`config.mk`:
```
export PLATFORM = sky130hd
export DESIGN_NAME = vga_sink
export DESIGN_NICKNAME = d
export VERILOG_FILES = /design/src/rtl/vga_sink.sv
export SDC_FILE = /design/constraint.sdc
export NUM_CORES = 1
export LEC_CHECK = 0
export CORE_ASPECT_RATIO = 1.1
export CORE_UTILIZATION = 53
export CTS_CLUSTER_SIZE = 25
export DETAILED_ROUTE_END_ITERATION = 10
export GPL_ROUTABILITY_DRIVEN = 1
export PLACE_DENSITY_LB_ADDON = 0.3
export SLEW_MARGIN = 30
export SYNTH_ARGS = -nofsm -noshare
export SYNTH_HDL_FRONTEND = slang
export SYNTH_SLANG_ARGS = --single-unit
```
`constraint.sdc`:
```
create_clock -name pclk -period 2.5 [get_ports pclk]
set_clock_uncertainty 0.1 [all_clocks]
set_input_delay 0.25 -clock pclk [delete_from_list [all_inputs] [get_ports pclk]]
set_output_delay 0.25 -clock pclk [all_outputs]
set_load 0.02 [all_outputs]
```
`src/rtl/vga_sink.sv`:
```
// VGA capture sink: recovers raster geometry from hsync/vsync/valid, locks on, and strobes pixels with pixel and 9x16 character coordinates.
// Latency: 2 pclk cycles from an input sample to pix_we/pix_rgb (input register, then output register).
// Backpressure: none; pix_we is fire-and-forget with at most one strobe per cycle. Optional checker macro: VGA_SINK_CHECK_EN.
module vga_sink #(
  parameter int H_ACTIVE = 640,
  parameter int V_ACTIVE = 480,
  parameter int H_TOTAL  = 800,
  parameter int V_TOTAL  = 525
) (
  input  logic        pclk,
  input  logic        reset,
  input  logic        hsync,
  input  logic        vsync,
  input  logic        valid,
  input  logic [7:0]  vga_r,
  input  logic [7:0]  vga_g,
  input  logic [7:0]  vga_b,
  output logic        locked,
  output logic        pix_we,
  output logic [9:0]  pix_x,
  output logic [9:0]  pix_y,
  output logic [23:0] pix_rgb,
  output logic [6:0]  char_x,
  output logic [4:0]  char_y,
  output logic        frame_done,
  output logic [9:0]  meas_h_total,
  output logic [9:0]  meas_v_total,
  output logic [3:0]  timing_err
);

  typedef enum logic [1:0] {ST_SEARCH, ST_MEASURE, ST_LOCKED} state_t;

  state_t      state, state_nx;
  logic        fd_nx;
  logic        hs_a, vs_a, de_a, hs_p, vs_p, de_p;
  logic [23:0] rgb_a;
  logic        hs_rise, vs_rise, de_fall;
  logic [9:0]  hcnt, lcnt, ref_v;
  logic [9:0]  x_ctr, y_ctr;
  logic [3:0]  col_sub, row_sub;
  logic [6:0]  col;
  logic [4:0]  row;

  // Stage A input register plus a one-cycle-old copy for edge detection.
  // Syncs reset to their idle (high) level so reset never fakes a sync edge.
  always_ff @(posedge pclk) begin
    if (reset) begin
      hs_a <= 1'b1; vs_a <= 1'b1; de_a <= 1'b0; rgb_a <= '0;
      hs_p <= 1'b1; vs_p <= 1'b1; de_p <= 1'b0;
    end else begin
      hs_a <= hsync; vs_a <= vsync; de_a <= valid; rgb_a <= {vga_r, vga_g, vga_b};
      hs_p <= hs_a;  vs_p <= vs_a;  de_p <= de_a;
    end
  end

  assign hs_rise = hs_a & ~hs_p;
  assign vs_rise = vs_a & ~vs_p;
  assign de_fall = ~de_a & de_p;

  // Line/frame length measurement; a simultaneous hs_rise counts into the freshly cleared lcnt.
  always_ff @(posedge pclk) begin
    if (reset) begin
      hcnt <= '0; lcnt <= '0; meas_h_total <= '0; meas_v_total <= '0;
    end else begin
      if (hs_rise) begin
        hcnt         <= 10'd1;
        meas_h_total <= hcnt;
      end else if (hcnt != 10'h3FF) begin
        hcnt <= hcnt + 10'd1;
      end
      if (vs_rise) begin
        meas_v_total <= lcnt;
        lcnt         <= hs_rise ? 10'd1 : 10'd0;
      end else if (hs_rise && lcnt != 10'h3FF) begin
        lcnt <= lcnt + 10'd1;
      end
    end
  end

  // FSM state, reference line count and frame_done register.
  always_ff @(posedge pclk) begin
    if (reset) begin
      state <= ST_SEARCH; ref_v <= '0; frame_done <= 1'b0;
    end else begin
      state      <= state_nx;
      frame_done <= fd_nx;
      if (state == ST_MEASURE && vs_rise) ref_v <= lcnt;
    end
  end

  // Lock sequencing: one frame to start measuring, one to confirm; a wrong frame length or lost vsync drops lock.
  always_comb begin
    state_nx = state;
    fd_nx    = 1'b0;
    case (state)
      ST_SEARCH:  if (vs_rise) state_nx = ST_MEASURE;
      ST_MEASURE: if (vs_rise && lcnt != 10'd0 && meas_h_total != 10'd0) state_nx = ST_LOCKED;
      ST_LOCKED: begin
        if (lcnt == 10'h3FF || (vs_rise && lcnt != ref_v)) state_nx = ST_SEARCH;
        else if (vs_rise) fd_nx = 1'b1;
      end
      default:    state_nx = ST_SEARCH;
    endcase
  end

  assign locked = (state == ST_LOCKED);

  // Active-area position and character-cell counters; they run regardless of lock state.
  always_ff @(posedge pclk) begin
    if (reset) begin
      x_ctr <= '0; y_ctr <= '0; col_sub <= '0; col <= '0; row_sub <= '0; row <= '0;
    end else begin
      if (de_fall) begin
        x_ctr <= '0; col_sub <= '0; col <= '0;
      end else if (de_a) begin
        if (x_ctr != 10'h3FF) x_ctr <= x_ctr + 10'd1;
        if (col_sub == 4'd8) begin
          col_sub <= '0;
          col     <= col + 7'd1;
        end else begin
          col_sub <= col_sub + 4'd1;
        end
      end
      if (vs_rise) begin
        y_ctr <= '0; row_sub <= '0; row <= '0;
      end else if (de_fall) begin
        y_ctr <= y_ctr + 10'd1;
        if (row_sub == 4'd15) begin
          row_sub <= '0;
          row     <= row + 5'd1;
        end else begin
          row_sub <= row_sub + 4'd1;
        end
      end
    end
  end

  // Pixel strobe and coordinates; coordinates and colour hold between strobes.
  always_ff @(posedge pclk) begin
    if (reset) begin
      pix_we <= 1'b0; pix_x <= '0; pix_y <= '0; char_x <= '0; char_y <= '0; pix_rgb <= '0;
    end else begin
      pix_we <= locked & de_a;
      if (locked && de_a) begin
        pix_x <= x_ctr; pix_y <= y_ctr; char_x <= col; char_y <= row; pix_rgb <= rgb_a;
      end
    end
  end

`ifdef VGA_SINK_CHECK_EN
  logic run_err;

  // Sticky geometry checks evaluated once per locked frame; lcnt is the value meas_v_total takes on this edge.
  always_ff @(posedge pclk) begin
    if (reset) begin
      timing_err <= '0; run_err <= 1'b0;
    end else if (vs_rise) begin
      if (locked) begin
        if (meas_h_total != 10'(H_TOTAL)) timing_err[0] <= 1'b1;
        if (lcnt != 10'(V_TOTAL))         timing_err[1] <= 1'b1;
        if (run_err || (de_fall && x_ctr != 10'(H_ACTIVE))) timing_err[2] <= 1'b1;
        if ((y_ctr + {9'd0, de_fall}) != 10'(V_ACTIVE)) timing_err[3] <= 1'b1;
      end
      run_err <= 1'b0;
    end else if (de_fall && x_ctr != 10'(H_ACTIVE)) begin
      run_err <= 1'b1;
    end
  end
`else
  // Geometry parameters only feed the optional checker.
  logic [39:0] geom_unused;
  assign geom_unused = {10'(H_ACTIVE), 10'(V_ACTIVE), 10'(H_TOTAL), 10'(V_TOTAL)};
  assign timing_err  = 4'd0;
`endif

endmodule

```
### Word level (Yosys, flattened, before mapping)

Index checks and enable logic that the tools add are counted.

* multiplexer cells: 12
* reductions and logical operators: 20
* bitwise gates (word level): 8
* equal/unequal tests: 12
* add/subtract/negate cells: 8

Operators by type and width (count)
* $add 10x1->10 const B: 4
* $ne 10x10->1 const B: 3
* $mux 10: 2
* $reduce_bool 10->1: 2
* $eq 10x10->1 const B: 1
* $ne 10x10->1: 1
* $add 4x1->4 const B: 2
* $eq 4x4->1 const B: 2
* $mux 4: 2
* $add 7x1->7 const B: 1
* $logic_and 1x1->1: 6
* $mux 2: 3
* $pmux 2 s3: 1
* $reduce_and 2->1: 3
* $reduce_or 2->1: 3
* $add 5x1->5 const B: 1
* $and 1x1->1: 4
* $mux 1: 4
* $ne 2x1->1 const B: 2
* $not 1->1: 4
* $reduce_bool 2->1: 2
* $reduce_and 3->1: 1
* $reduce_or 3->1: 1
* $eq 2x1->1 const B: 1
* 4 further kinds: 4

* word-level logic and storage cells: 87
* register bits after elaboration: 180

### Logic depth before layout (Yosys ltp)

* depth in word-level cells: 6
* gate-level depth with buffers: 7

### Least setup slack after synthesis

No wires, ideal clock.

* kind: register to register
* start: register lcnt[1]
* end: register state[1]
* path slack: 0.763 ns
* stages on the path, launching flop included: 6
* data required time: 2.266 ns
* arrival: 1.503 ns
* path through: dfxtp_1 -> ha_1 -> nand2_2 -> or4_4 -> a31oi_1 -> o22ai_1

* longest elaborated chain between the ends: 5

RTL lines
* start, declared: RTL line 38 `logic [9:0] hcnt, lcnt, ref_v;`
* start signal, assigned: RTL line 73 `lcnt <= hs_rise ? 10'd1 : 10'd0;`
* start signal, assigned: RTL line 75 `lcnt <= lcnt + 10'd1;`
* $ne 10x10->1 / $reduce_bool 10->1 (equally long branches): RTL line 99, 97
* $logic_and 1x1->1, on equally long branches: RTL line 99, 97
* $logic_or 1x1->1 / $logic_and 1x1->1 (equally long branches): RTL line 99, 97
* $ne 2x1->1 (no source line)
* $reduce_and 3->1 (no source line) (*)
* end signal, assigned: RTL line 85 `state <= state_nx;`
* end, declared: RTL line 33 `state_t state, state_nx;`

Mark *: on every way between the ends. The rest lies on a longest branch, timed or not.
A chain may end at the register's enable or synchronous reset.

### Final worst setup path

* start: register state[1]
* end: output port locked

* longest elaborated chain between the ends: 1

RTL lines
* $eq 2x2->1: RTL line 106 `assign locked = (state == ST_LOCKED);`
* end, declared: RTL line 18 `output logic locked,`

No other way between the ends.

==> summary.log <==
INFO  run_status     status=finished, final reports clean
INFO  grt            vias_in_the_first_global_route=5384
INFO  synth          syn-cell-area=0.006852mm2
INFO  grt            antenna_found_initial=0
INFO  clocking       tritoncts_num_sinks=180
INFO  sta            setup_tns=0ns
INFO  grt            grtUsageTotal=22.52%
INFO  place          gpl.final_weighted_congestion=0.8494
INFO  sta            timing.final.hold_violations=0
INFO  finish         final_common_cell=sky130_fd_sc_hd__nand2_1
INFO  finish         insertedDiodeCount=0
INFO  sta            max_slew_violation_count=0
INFO  floorplan      io-pin-count=112
INFO  power_and_ir_drop p_leak=2.963nW
INFO  sta            slew-limit-headroom=59.01%
INFO  synth          yosysSeqAreaShare=52.59%
INFO  place          dp.final_hpwl=9844um
INFO  clocking       cts_made_buffers=17
INFO  power_and_ir_drop peakVddDrop=0.5263mV
INFO  floorplan      dieHeight=121.3um
INFO  floorplan      dieArea=0.01339mm2
INFO  route          route.vias.total=5504
INFO  finish         layout_cell_share_with_drive_strength_beyond_1=6.335%
INFO  route          detail_route.wl_per_cell=13.81um
INFO  synth          syn_inst=783
INFO  power_and_ir_drop powerDensity=679.1mW/mm2
INFO  clocking       cts.repair_timing.setup_buffer_count=0
INFO  worst_setup_path cp_max_fo=6
INFO  place          dpl.cell_count=1010
INFO  clocking       cts_tree=yes
INFO  finish         fillers=1013
INFO  sta            tightest_slew=0.6093ns
INFO  place          placed_instance_area=0.007954mm2
INFO  clocking       clock_latency=0.42ns
INFO  finish         finalInstanceArea=0.008547mm2
INFO  grt            gr-total-overflow=0
INFO  clocking       worst_setup_hold_path_clk_slew=0.06ns
INFO  route          drcViolationCount=0
INFO  finish         layout-area-overhead-vs-synth=24.74%
INFO  finish         finish.cell_count_without_fillers=1041
INFO  clocking       h-tree-depth=4
INFO  worst_setup_path criticalPathCategory=reg -> out
INFO  clocking       cts-resized-gates=0
INFO  floorplan      design.core.area=0.01259mm2
INFO  sta            setup_viol=0
INFO  synth          avgSynthCellArea=8.750um2
INFO  sta            period_share=85.27%
INFO  worst_setup_path crit_path_start_kind=flip-flop
INFO  worst_setup_path setup.worst_path.start=state[1]$_SDFFE_PP0P_
INFO  route          vias_per_cell=5.287
INFO  finish         fin_util=67.89%
INFO  route          dr.first_iter.drc_count=218
INFO  min_path       hold_path_startpoint=reset
INFO  sta            setup_repair_after_global_routing_missed_its_margin=false
INFO  clocking       cts.root.buffer_cell=sky130_fd_sc_hd__clkbuf_16
INFO  worst_setup_path source_of_the_worst_register_to_register_timing_path=lcnt[1]$_SDFFE_PP0P_
INFO  clocking       cts_hold_repair.buffers=0
INFO  place          io_buffers=107
INFO  grt            first_pass_grt_wire_length=24480um
INFO  place          place_ws=0.5269ns
INFO  floorplan      number_of_placement_rows=43
INFO  min_path       min_delay_worst_type=in -> reg
INFO  sta            post-route-worst-setup-slack=0.3682ns
INFO  finish         fin_nets=911
INFO  route          iteration_count_of_the_initial_detailed_routing_pass=4
INFO  route          route.antenna.remaining_nets=0
INFO  clocking       cts.path.max_buffers=2
INFO  job            maxCapViolations=0
INFO  worst_setup_path crit_path_end_kind=primary output
INFO  synth          postSynthRegisterBits=180
INFO  grt            grt_max_degree=45
INFO  worst_setup_path worst_ep_required_time=2.15ns
INFO  floorplan      chipWidth=110.4um
INFO  worst_setup_path timing.critical_path.arrival=1.78ns
INFO  route          postRouteWirelength=14380um
INFO  floorplan      floorplan.initialDensity=54.42%
INFO  synth          synthesis.yosys.warnings=0
INFO  synth          synth_cell_type_count=47
INFO  sta            fin_crit=2.132ns
INFO  finish         most_used_cells_in_the_layout_excluding_fill_and_tap_cells=sky130_fd_sc_hd__nand2_1 (190), sky130_fd_sc_hd__dfxtp_1 (180), sky130_fd_sc_hd__clkdlybuf4s50_1 (106)
INFO  sta            timing.fmax=0.4691GHz
-- power breakdown --
part,switching (mW),internal [mW],leakage (nW)
Combinational,0.110,0.0911,1.22
Sequential,0.0281,2.91,1.46
Clock,1.05,1.62,0.286
-- Yosys cell counts, drive strengths merged --
cell / n / area (um2)
nand2: 192 / 723.2
dfxtp: 180 / 3603
a21oi: 97 / 485.5
nor2: 46 / 172.7
nor2b: 31 / 196.4
clkbuf: 27 / 111.4
xor2: 27 / 244.0
buf: 25 / 156.4
xnor2: 21 / 183.9
nand3: 18 / 107.6
nand4: 16 / 100.1
ha: 10 / 125.1
nor3: 10 / 50.05
and3: 9 / 56.30
mux2i: 8 / 80.08
o21ai: 8 / 40.04
inv: 6 / 22.52
nor4: 6 / 37.54
or3: 6 / 38.79
a31oi: 5 / 31.28
and4: 5 / 43.79
nand2b: 5 / 31.28
or2: 5 / 31.28
a41oi: 3 / 26.28
a211oi: 2 / 15.01
and2: 2 / 12.51
nor4b: 2 / 17.52
o31ai: 2 / 15.01
a311oi: 1 / 8.760
a41o: 1 / 10.01
and4b: 1 / 10.01
conb: 1 / 3.750
nand3b: 1 / 7.510
nor3b: 1 / 7.510
o22ai: 1 / 6.260
o41ai: 1 / 27.53
or4: 1 / 11.26
-- through the flow --
step / hold WS, ns / power [mW]
final: 0.1710 / 5.804
after global routing: 0.1691 / 6.003
after CTS: 0.1503 / 5.859
after detailed placement: 0.3285 / 3.201
after global placement: 0.3198 / 3.193
after floorplan: 0.2538 / 3.123
-- sequential cells by signal, summed over array words and instances, names as in the netlist, 10 cells and up --
register,cells
pix_rgb,24
rgb_a,24
hcnt,10
lcnt,10
meas_h_total,10
meas_v_total,10
pix_x,10
pix_y,10
ref_v,10
x_ctr,10
y_ctr,10
-- worst max-delay path, stage by stage, from the launching register on --
cell and delay (ns):
sky130_fd_sc_hd__dfxtp_1 0.36, sky130_fd_sc_hd__nor2b_2 0.33, sky130_fd_sc_hd__clkdlybuf4s50_1 0.67
-- logic make-up after synthesis --
group / count (synthesis) / share of synthesized area [%]
compound gates: 121 / 9.715
xor+xnor: 48 / 6.246
fa+ha+maj: 10 / 1.826
buf+inv: 58 / 4.237
flops: 180 / 52.59
mux: 8 / 1.169
other cells: 1 / 0.05473
simple gates: 357 / 24.16
-- final cells by class --
cell class                      count  area, um2  area share, %
Sequential cell                   180       3603          42.16
Timing Repair Buffer              119       1159          13.56
Tap cell                          157      196.4          2.298
Multi-Input combinational cell    548       2973          34.78
Clock inverter                      9      128.9          1.508
Inverter                            6      22.52         0.2635
Clock buffer                       22      464.2          5.431
-- routing by layer --
| layer | global-route usage [%] | vias to the layer above | part of all wire [%] |
|---|---|---|---|
| met5 | 0 | - | 0 |
| met4 | 10.17 | 0 | 1.8 |
| li1 | - | 2774 | - |
| met3 | 6.444 | 22 | 6.4 |
| met2 | 37.81 | 145 | 48 |
| met1 | 26.81 | 2563 | 43 |
-- final timing paths --
| kind | end | slack (ns) | cells after the start |
|---|---|---|---|
| setup reg to reg | lcnt[5]$_SDFFE_PP0P_ | 0.51 | 6 |
| setup / recovery | locked | 0.37 | 2 |
| hold reg to reg | pix_rgb[4]$_SDFFE_PP0P_ | 0.33 | 2 |
| hold / removal | meas_v_total[1]$_SDFFE_PP0P_ | 0.17 | 2 |
Note: power is estimated with default switching activity, not from simulation.
